--- config.mk ---
export PLATFORM = sky130hd
export DESIGN_NAME = traffic_phase_ctrl
export DESIGN_NICKNAME = d
export VERILOG_FILES = /design/src/rtl/traffic_pkg.sv /design/src/rtl/phase_countdown.sv /design/src/rtl/traffic_phase_ctrl.sv
export SDC_FILE = /design/constraint.sdc
export NUM_CORES = 1
export LEC_CHECK = 0
export CORE_ASPECT_RATIO = 0.75
export CORE_MARGIN = 2
export CORE_UTILIZATION = 30
export CTS_CLUSTER_SIZE = 14
export DETAILED_ROUTE_END_ITERATION = 16
export REMOVE_ABC_BUFFERS = 1
export SLEW_MARGIN = 25
export SYNTH_ARGS = -nofsm -noshare
export SYNTH_HDL_FRONTEND = slang
export SYNTH_SLANG_ARGS = --single-unit
--- constraint.sdc ---
create_clock -name clk -period 5.5 [get_ports clk]
set_input_delay 1.1 -clock clk [delete_from_list [all_inputs] [get_ports clk]]
set_output_delay 1.1 -clock clk [all_outputs]
set_load 0.01 [all_outputs]
--- src/rtl/traffic_pkg.sv ---
// Shared types and constants for the intersection phase sequencer:
// phase states, lamp encodings and the phase-length lookup.
package traffic_pkg;

    typedef enum logic [2:0] {
        S_NS_G  = 3'd0,
        S_NS_Y  = 3'd1,
        S_RED_A = 3'd2,
        S_EW_G  = 3'd3,
        S_EW_Y  = 3'd4,
        S_RED_B = 3'd5,
        S_NIGHT = 3'd6
    } phase_e;

    localparam logic [2:0] LIGHT_RED = 3'b100;
    localparam logic [2:0] LIGHT_YEL = 3'b010;
    localparam logic [2:0] LIGHT_GRN = 3'b001;
    localparam logic [2:0] LIGHT_OFF = 3'b000;

    // Night has no timed length; its counter value is never displayed.
    function automatic int unsigned phase_len(input phase_e s,
                                              input int unsigned g,
                                              input int unsigned y,
                                              input int unsigned r);
        case (s)
            S_NS_G, S_EW_G:   return g;
            S_NS_Y, S_EW_Y:   return y;
            S_RED_A, S_RED_B: return r;
            default:          return 0;
        endcase
    endfunction

endpackage

--- src/rtl/phase_countdown.sv ---
// Phase countdown register: loads a phase length, decrements on each tick,
// and flags the final second of the phase.
module phase_countdown #(
    parameter int unsigned pWIDTH     = 5,
    parameter int unsigned pRESET_VAL = 2
) (
    input  logic              clk,
    input  logic              rst,
    input  logic              tick,
    input  logic              load,
    input  logic [pWIDTH-1:0] load_val,
    output logic [pWIDTH-1:0] cnt,
    output logic              last
);

    always_ff @(posedge clk) begin
        if (rst) begin
            cnt <= pWIDTH'(pRESET_VAL);
        end else if (load) begin
            cnt <= load_val;
        end else if (tick) begin
            cnt <= cnt - pWIDTH'(1);
        end
    end

    assign last = (cnt == pWIDTH'(1));

endmodule

--- src/rtl/traffic_phase_ctrl.sv ---
// Two-road traffic phase sequencer: green/yellow/all-red cycle on a 1 Hz tick,
// per-road countdown numbers, and a flashing-yellow night mode.
module traffic_phase_ctrl
    import traffic_pkg::*;
#(
    parameter int unsigned pNUMBER_WIDTH = 5,
    parameter int unsigned pGREEN_TIME   = 20,
    parameter int unsigned pYELLOW_TIME  = 3,
    parameter int unsigned pRED_TIME     = 2
) (
    input  logic                     clk,
    input  logic                     rst,
    input  logic                     tick,
    input  logic                     night_mode,
    output logic [2:0]               ns_light,
    output logic [2:0]               ew_light,
    output logic [pNUMBER_WIDTH-1:0] ns_number,
    output logic [pNUMBER_WIDTH-1:0] ew_number,
    output logic                     disp_en
);

    localparam int unsigned NUM_MAX = ((2 ** pNUMBER_WIDTH) - 1 < 99) ?
                                      (2 ** pNUMBER_WIDTH) - 1 : 99;
    localparam int unsigned LONGEST = 2 * pRED_TIME + pGREEN_TIME + pYELLOW_TIME;

    if (LONGEST > NUM_MAX || pGREEN_TIME < 1 || pYELLOW_TIME < 1 || pRED_TIME < 1) begin : g_param_check
        $fatal(1, "traffic_phase_ctrl: phase lengths out of range for pNUMBER_WIDTH");
    end

    localparam logic [pNUMBER_WIDTH:0] ADD_R   = (pNUMBER_WIDTH + 1)'(pRED_TIME);
    localparam logic [pNUMBER_WIDTH:0] ADD_YR  = (pNUMBER_WIDTH + 1)'(pYELLOW_TIME + pRED_TIME);
    localparam logic [pNUMBER_WIDTH:0] ADD_GYR = (pNUMBER_WIDTH + 1)'(pGREEN_TIME + pYELLOW_TIME + pRED_TIME);

    phase_e                   state;
    phase_e                   state_nxt;
    logic                     flash;
    logic                     cnt_load;
    logic [pNUMBER_WIDTH-1:0] load_val;
    logic [pNUMBER_WIDTH-1:0] cnt;
    logic                     last;
    logic [pNUMBER_WIDTH:0]   cnt_x;
    logic [pNUMBER_WIDTH:0]   ns_sum;
    logic [pNUMBER_WIDTH:0]   ew_sum;

    // Night entry is checked before the phase-end advance so it wins a tie.
    always_comb begin
        state_nxt = state;
        if (tick) begin
            if (state == S_NIGHT) begin
                state_nxt = night_mode ? S_NIGHT : S_RED_B;
            end else if (night_mode) begin
                state_nxt = S_NIGHT;
            end else if (last) begin
                unique case (state)
                    S_RED_B: state_nxt = S_NS_G;
                    S_NS_G:  state_nxt = S_NS_Y;
                    S_NS_Y:  state_nxt = S_RED_A;
                    S_RED_A: state_nxt = S_EW_G;
                    S_EW_G:  state_nxt = S_EW_Y;
                    S_EW_Y:  state_nxt = S_RED_B;
                    default: state_nxt = S_RED_B;
                endcase
            end
        end
    end

    assign cnt_load = tick && ((state_nxt != state) || (state == S_NIGHT));
    assign load_val = pNUMBER_WIDTH'(phase_len(state_nxt, pGREEN_TIME, pYELLOW_TIME, pRED_TIME));

    always_ff @(posedge clk) begin
        if (rst) begin
            state <= S_RED_B;
            flash <= 1'b0;
        end else if (tick) begin
            state <= state_nxt;
            if (state_nxt == S_NIGHT) begin
                flash <= (state == S_NIGHT) ? ~flash : 1'b1;
            end else begin
                flash <= 1'b0;
            end
        end
    end

    phase_countdown #(
        .pWIDTH     (pNUMBER_WIDTH),
        .pRESET_VAL (pRED_TIME)
    ) u_countdown (
        .clk      (clk),
        .rst      (rst),
        .tick     (tick),
        .load     (cnt_load),
        .load_val (load_val),
        .cnt      (cnt),
        .last     (last)
    );

    assign cnt_x = {1'b0, cnt};

    // Each road's number is the time to its own next colour change, so the
    // road waiting on red adds the remaining lengths of the other road's phases.
    always_comb begin
        ns_light = LIGHT_RED;
        ew_light = LIGHT_RED;
        ns_sum   = cnt_x;
        ew_sum   = cnt_x;
        disp_en  = 1'b1;
        unique case (state)
            S_NS_G: begin
                ns_light = LIGHT_GRN;
                ew_sum   = cnt_x + ADD_YR;
            end
            S_NS_Y: begin
                ns_light = LIGHT_YEL;
                ew_sum   = cnt_x + ADD_R;
            end
            S_RED_A: ns_sum = cnt_x + ADD_GYR;
            S_EW_G: begin
                ew_light = LIGHT_GRN;
                ns_sum   = cnt_x + ADD_YR;
            end
            S_EW_Y: begin
                ew_light = LIGHT_YEL;
                ns_sum   = cnt_x + ADD_R;
            end
            S_RED_B: ew_sum = cnt_x + ADD_GYR;
            S_NIGHT: begin
                ns_light = flash ? LIGHT_YEL : LIGHT_OFF;
                ew_light = flash ? LIGHT_YEL : LIGHT_OFF;
                ns_sum   = '0;
                ew_sum   = '0;
                disp_en  = 1'b0;
            end
            default: begin
                ns_sum = '0;
                ew_sum = '0;
            end
        endcase
    end

    assign ns_number = ns_sum[pNUMBER_WIDTH-1:0];
    assign ew_number = ew_sum[pNUMBER_WIDTH-1:0];

endmodule

## After elaboration in Yosys (flattened, before gate mapping)

Index checks and enable logic that the tools add are counted.

| cells by class | value |
|---|---|
| add/subtract/negate cells | 4 |
| eq/ne operators | 14 |
| multiplexer cells | 17 |
| bitwise gates (word level) | 1 |
| reductions and logical operators | 10 |

Operators by type and width:

| operator | number |
|---|---|
| 5-bit one-hot mux with 4 select lines | 2 |
| 3-bit == test, second input constant | 6 |
| 3-bit one-hot mux with 3 select lines | 2 |
| 3-bit one-hot mux with 5 select lines | 1 |
| 5-bit one-hot mux with 3 select lines | 1 |
| 3-bit by 2-bit == test with 1-bit output, second input constant | 4 |
| 3-bit two-way mux | 4 |
| 5-bit two-way mux | 2 |
| 3-bit by 1-bit == test with 1-bit output, second input constant | 2 |
| 3-bit zero test | 2 |
| 2-bit OR reduction | 3 |
| 3-bit OR reduction | 2 |
| 5-bit by 2-bit adder with 5-bit output, second input constant | 1 |
| 5-bit by 3-bit adder with 5-bit output, second input constant | 1 |
| 5-bit adder, second input constant | 1 |
| 5-bit by 1-bit == test with 1-bit output, second input constant | 1 |
| 5-bit by 1-bit subtractor with 5-bit output, second input constant | 1 |
| 2-bit two-way mux | 2 |
| 1-bit two-way mux | 3 |
| 3-bit != test | 1 |
| 2-bit nonzero test | 1 |
| 1-bit logical AND | 1 |
| 1-bit logical OR | 1 |
| 1-bit inverter | 1 |

| word-level totals | value |
|---|---|
| register bits | 9 |
| bits of input ports | 4 |
| output and inout bits | 17 |
| word-level logic and storage cells | 49 |

## Longest topological paths before layout

| logic depth | value |
|---|---|
| depth in word-level cells | 10 |
| gate-level depth with buffers | 8 |
| gate-level depth less buffers | 7 |

## Hierarchy

A second synthesis with hierarchy kept.

| second synthesis, totals | value |
|---|---|
| cells, all modules | 178 |
| area total of the unflattened synthesis | 1263.7 sq um |

Modules (own cells, without submodules):

| module | instances | cells each | area an instance (sq um) | seq. area each (sq um) |
|---|---|---|---|---|
| traffic_phase_ctrl | 1 | 146 | 970.9 | 80.1 |
| phase_countdown | 1 | 32 | 292.8 | 100.1 |

## Least setup slack after synthesis

OpenSTA, ideal clock, no wires.

| timing path | value |
|---|---|
| path type | flip-flop to output port |
| start | register u_countdown.cnt[2] |
| end | output port ew_number[3] |
| data arrival time | 1.783 ns |
| required time | 4.400 ns |
| setup slack | 2.617 ns |
| cell stages (with the launch flop) | 8 |
| buffers on the path | 1 |
| cells stage by stage | dfxtp_1 clkbuf_1 inv_1 ha_1 a21oi_1 xnor2_1 o221a_2 o22ai_1 |

| on the way | value |
|---|---|
| cells in the longest elaborated chain, start to end | 2 |
| elaborated cells between the ends (all ways) | 4 |
| those cells by class | add/sub (3); mux (1) |

RTL lines:

| item | RTL line | source |
|---|---|---|
| start: declaration | phase_countdown.sv:12 | `output logic [pWIDTH-1:0] cnt,` |
| start signal: assignment | phase_countdown.sv:18 | `cnt <= pWIDTH'(pRESET_VAL);` |
| start signal: assignment | phase_countdown.sv:20 | `cnt <= load_val;` |
| start signal: assignment | phase_countdown.sv:22 | `cnt <= cnt - pWIDTH'(1);` |
| 5-bit adder (tied with other cells) | traffic_phase_ctrl.sv:125 | `S_RED_B: ew_sum = cnt_x + ADD_GYR;` |
| 5-bit one-hot mux with 4 select lines (*) | traffic_phase_ctrl.sv:107 | `unique case (state)` |
| end: declaration | traffic_phase_ctrl.sv:18 | `output logic [pNUMBER_WIDTH-1:0] ew_number,` |

Mark *: on every way between the ends. The rest lies on a longest branch, timed or not.

## Worst setup path in the final report

Same ends and word-level chain as after synthesis.

==> flow_summary.toml <==
[finish]
stdcell_count = 242
area_growth_syn_to_layout_pct = 21.6
finalInstanceArea_um2 = 1450
fill_cells = 408
final_common_cell = "nand2_1"
post-route-util_pct = 38.9
final_nets = 202
drive_gt1_share_pct = 5.79
final_cell_mix = "21 x nand2_1, 20 x clkdlybuf4s50_1, 15 x nor2_1, 15 x o21ai_0, 15 x a21oi_1"
diodes = 0
multi_input_area_um2 = 912
seq_area_um2 = 181

[synth]
synth_cell_type_count = 45
async_flop_share_pct = 0
synth_xor_area_share_pct = 3.66
synth_compound_area_share_pct = 34.9
synth_edf_count = 0
netlist_area_um2 = 1190
netlist.area_leader.share_pct = 15.1
ys_ff_latch = 9
ys_warn_count = 0
synthFlopType = "dfxtp_1"
synth_seq_area_share_pct = 15.1
yosys.area_share.simple_pct = 28.8
synthTopCellsByArea = "dfxtp_1 15%, ha_1 7.3%, nand2_1 6.6%"
syn_inst = 182
avgSynthCellArea_um2 = 6.57
yosysTopAreaCell = "dfxtp_1"
synthAdderAreaFrac_pct = 7.33
muxShareOfSynthArea_pct = 1.68
synth_top_family_by_area = "compound AO/OA/AOI/OAI gates"

[route]
vias_per_cell = 5.39
first_iter_violations = 116
drc = 0
vias = 1305
ant_nets = 0
wl_um = 3360
wl_per_cell_um = 13.9
drt-pass1-iter-count = 4

[sta]
setup_tns_ns = 0
rsz0062_at_grt = "no"
hold_viol_final = 0
min_period_ns = 3.77
setup_slack_ns = 1.73
fmax_ghz = 0.265
tightestPinTransition_ns = 0.608
setup_violations = 0
relSlewSlack_pct = 59.4
finalClockSkew_ns = 0.00757
finalCritPeriodShare_pct = 68.6
slew_viol_final = 0

[hold_path]
min_to = "flash$_SDFFE_PP0P_"
hold-path-cell-count = 2
hold_class = "reg2reg"
hold_start = "flash$_SDFFE_PP0P_"

[clocking]
cts_resized = 0
clkTransAtPathRegs_ns = 0.05
ctsHoldBuffers = 0
clockRootBuffer = "clkbuf_8"
cts_tree = "built"
cts_buffers = 3
clock_path_buffers = 2
worstSkewPairLatency_ns = 0.23
cts_setup_buffers = 0
h-tree-depth = 1
numClockSinks = 9

[critical_path]
worstPathRequired_ns = 4.40
rr_worst_depth = 7
cp_top_family = "buffers and inverters"
timing.rr.start = "u_countdown.cnt[1]$_SDFFE_PP1P_"
r2r_slack_ns = 3.26
cp.depth = 7
critPathBufInv = 2
slowest_stage = "dfxtp_1"
r2r_end = "u_countdown.cnt[4]$_SDFFE_PP0P_"
cp-start-kind = "flip-flop"
cp_data_arrival_time_ns = 2.67
critPathMaxFanout = 17
critPathMaxStageDelay_ns = 0.70
worst_setup_path_end_kind = "output port"
path_class = "reg2out"
path_cells = "inv_1, ha_1, a21oi_1, xnor2_1, o221a_2, o22ai_1, clkdlybuf4s50_1"

[placement]
place_area_um2 = 1410
dp_cells = 238
portBuffers = 20
gp_congestion = 0.870
preCtsSetupSlack_ns = 1.94
place.detailed.hpwl_um = 2240

[power_and_ir_drop]
p_per_area_nw_per_um2 = 179
p_clk_share_pct = 30.1
pwr-share-seq_pct = 29.8
p_int_uw = 169
comb_power_share_pct = 40.1
p_sw_share_pct = 35.0
leakagePower_nw = 0.513
switchingPower_uw = 91.0
ir_drop_uv = 148

[die]
dieArea_um2 = 4510
rows = 19
core-area_um2 = 3730
die_h_um = 58.7
initial_utilization_pct = 32.0
io_pins = 21
die_x_um = 76.9

[global_routing]
grt_usage_pct = 15.2
antenna_found_initial = 0
grt_pass1_wl_um = 5660
grt_max_degree = 36
grt_pass1_vias = 1189
grt_overflow_total = 0

[flow_run]
drv_cap = 0

[run_status]
status = "completed"
-- cell usage after synthesis (3+ instances only) --
cell      count
a21oi_1      15
a31oi_1       4
a32oi_1       3
buf_1         4
clkbuf_1     13
dfxtp_1       9
ha_1          7
inv_1         9
nand2_1      21
nand3_1       3
nor2_1       15
nor2b_1       6
nor3_1        4
o211ai_1      4
o21ai_0      15
o22ai_1       7
xnor2_1       3
-- metal layers --
layer / GRT usage (%) / part of all wire (%)
met4: 2.60 / 0
met2: 21.6 / 40
met5: 0 / 0
met1: 23.0 / 54
met3: 4.29 / 6.3
-- area by class of cell --
| type | instances | share of cell area, % |
|---|---|---|
| Tap cell | 52 | 4.48 |
| Multi-Input combinational cell | 146 | 62.8 |
| Sequential cell | 9 | 12.5 |
| Inverter | 9 | 2.33 |
| Clock buffer | 4 | 3.10 |
| Timing Repair Buffer | 22 | 14.8 |
-- cells by family (layout without fill, tap and decap cells) --
logic type / after synthesis / after routing
flip-flops: 9 / 9
XOR/XNOR: 5 / 5
AO/OA/AOI/OAI: 65 / 65
multiplexers: 2 / 2
adder cells (fa/ha/maj): 7 / 7
AND/OR/NAND/NOR: 67 / 67
buffers and inverters: 27 / 35
-- state kept, by name, summed over array words and instances (netlist names) --
signal and cells:
flash 1, u_countdown.cnt 5, state 3
-- worst register-to-register path: stages, from the launching register on --
cell and delay [ns]:
dfxtp_1 0.42, inv_1 0.22, ha_1 0.20, nor4b_4 0.46, nand2_2 0.09, or3_1 0.31, a211o_1 0.30, a31oi_1 0.15
-- power groups by stage --
stage	clock network, mW	registers, mW	logic [mW]
after floorplan	0	0.0824	0.0562
after global placement	0	0.0787	0.104
after detailed placement	0	0.0787	0.103
after CTS	0.0796	0.0774	0.104
after global routing	0.0839	0.0782	0.116
final	0.0781	0.0775	0.104
-- how the worst max path moves through the flow --
stage / from / to / slack, ns
floorplan: state[2]$_SDFFE_PP1P_ / ns_number[4] / 2.66
global placement: state[2]$_SDFFE_PP1P_ / ns_number[4] / 1.95
detailed placement: state[2]$_SDFFE_PP1P_ / ns_number[4] / 1.94
CTS: state[2]$_SDFFE_PP1P_ / ns_number[4] / 1.69
global route: u_countdown.cnt[2]$_SDFFE_PP0P_ / ew_number[3] / 1.46
finish: u_countdown.cnt[2]$_SDFFE_PP0P_ / ew_number[3] / 1.73
-- metrics by stage --
| stage | hold WS [ns] | power (mW) |
|---|---|---|
| detailed placement | 0.457 | 0.182 |
| CTS | 0.464 | 0.261 |
| global route | 0.472 | 0.278 |
| finish | 0.461 | 0.260 |
| global placement | 0.453 | 0.183 |
| floorplan | 0.433 | 0.139 |
No activity file was read; power rests on OpenSTA's default activity.
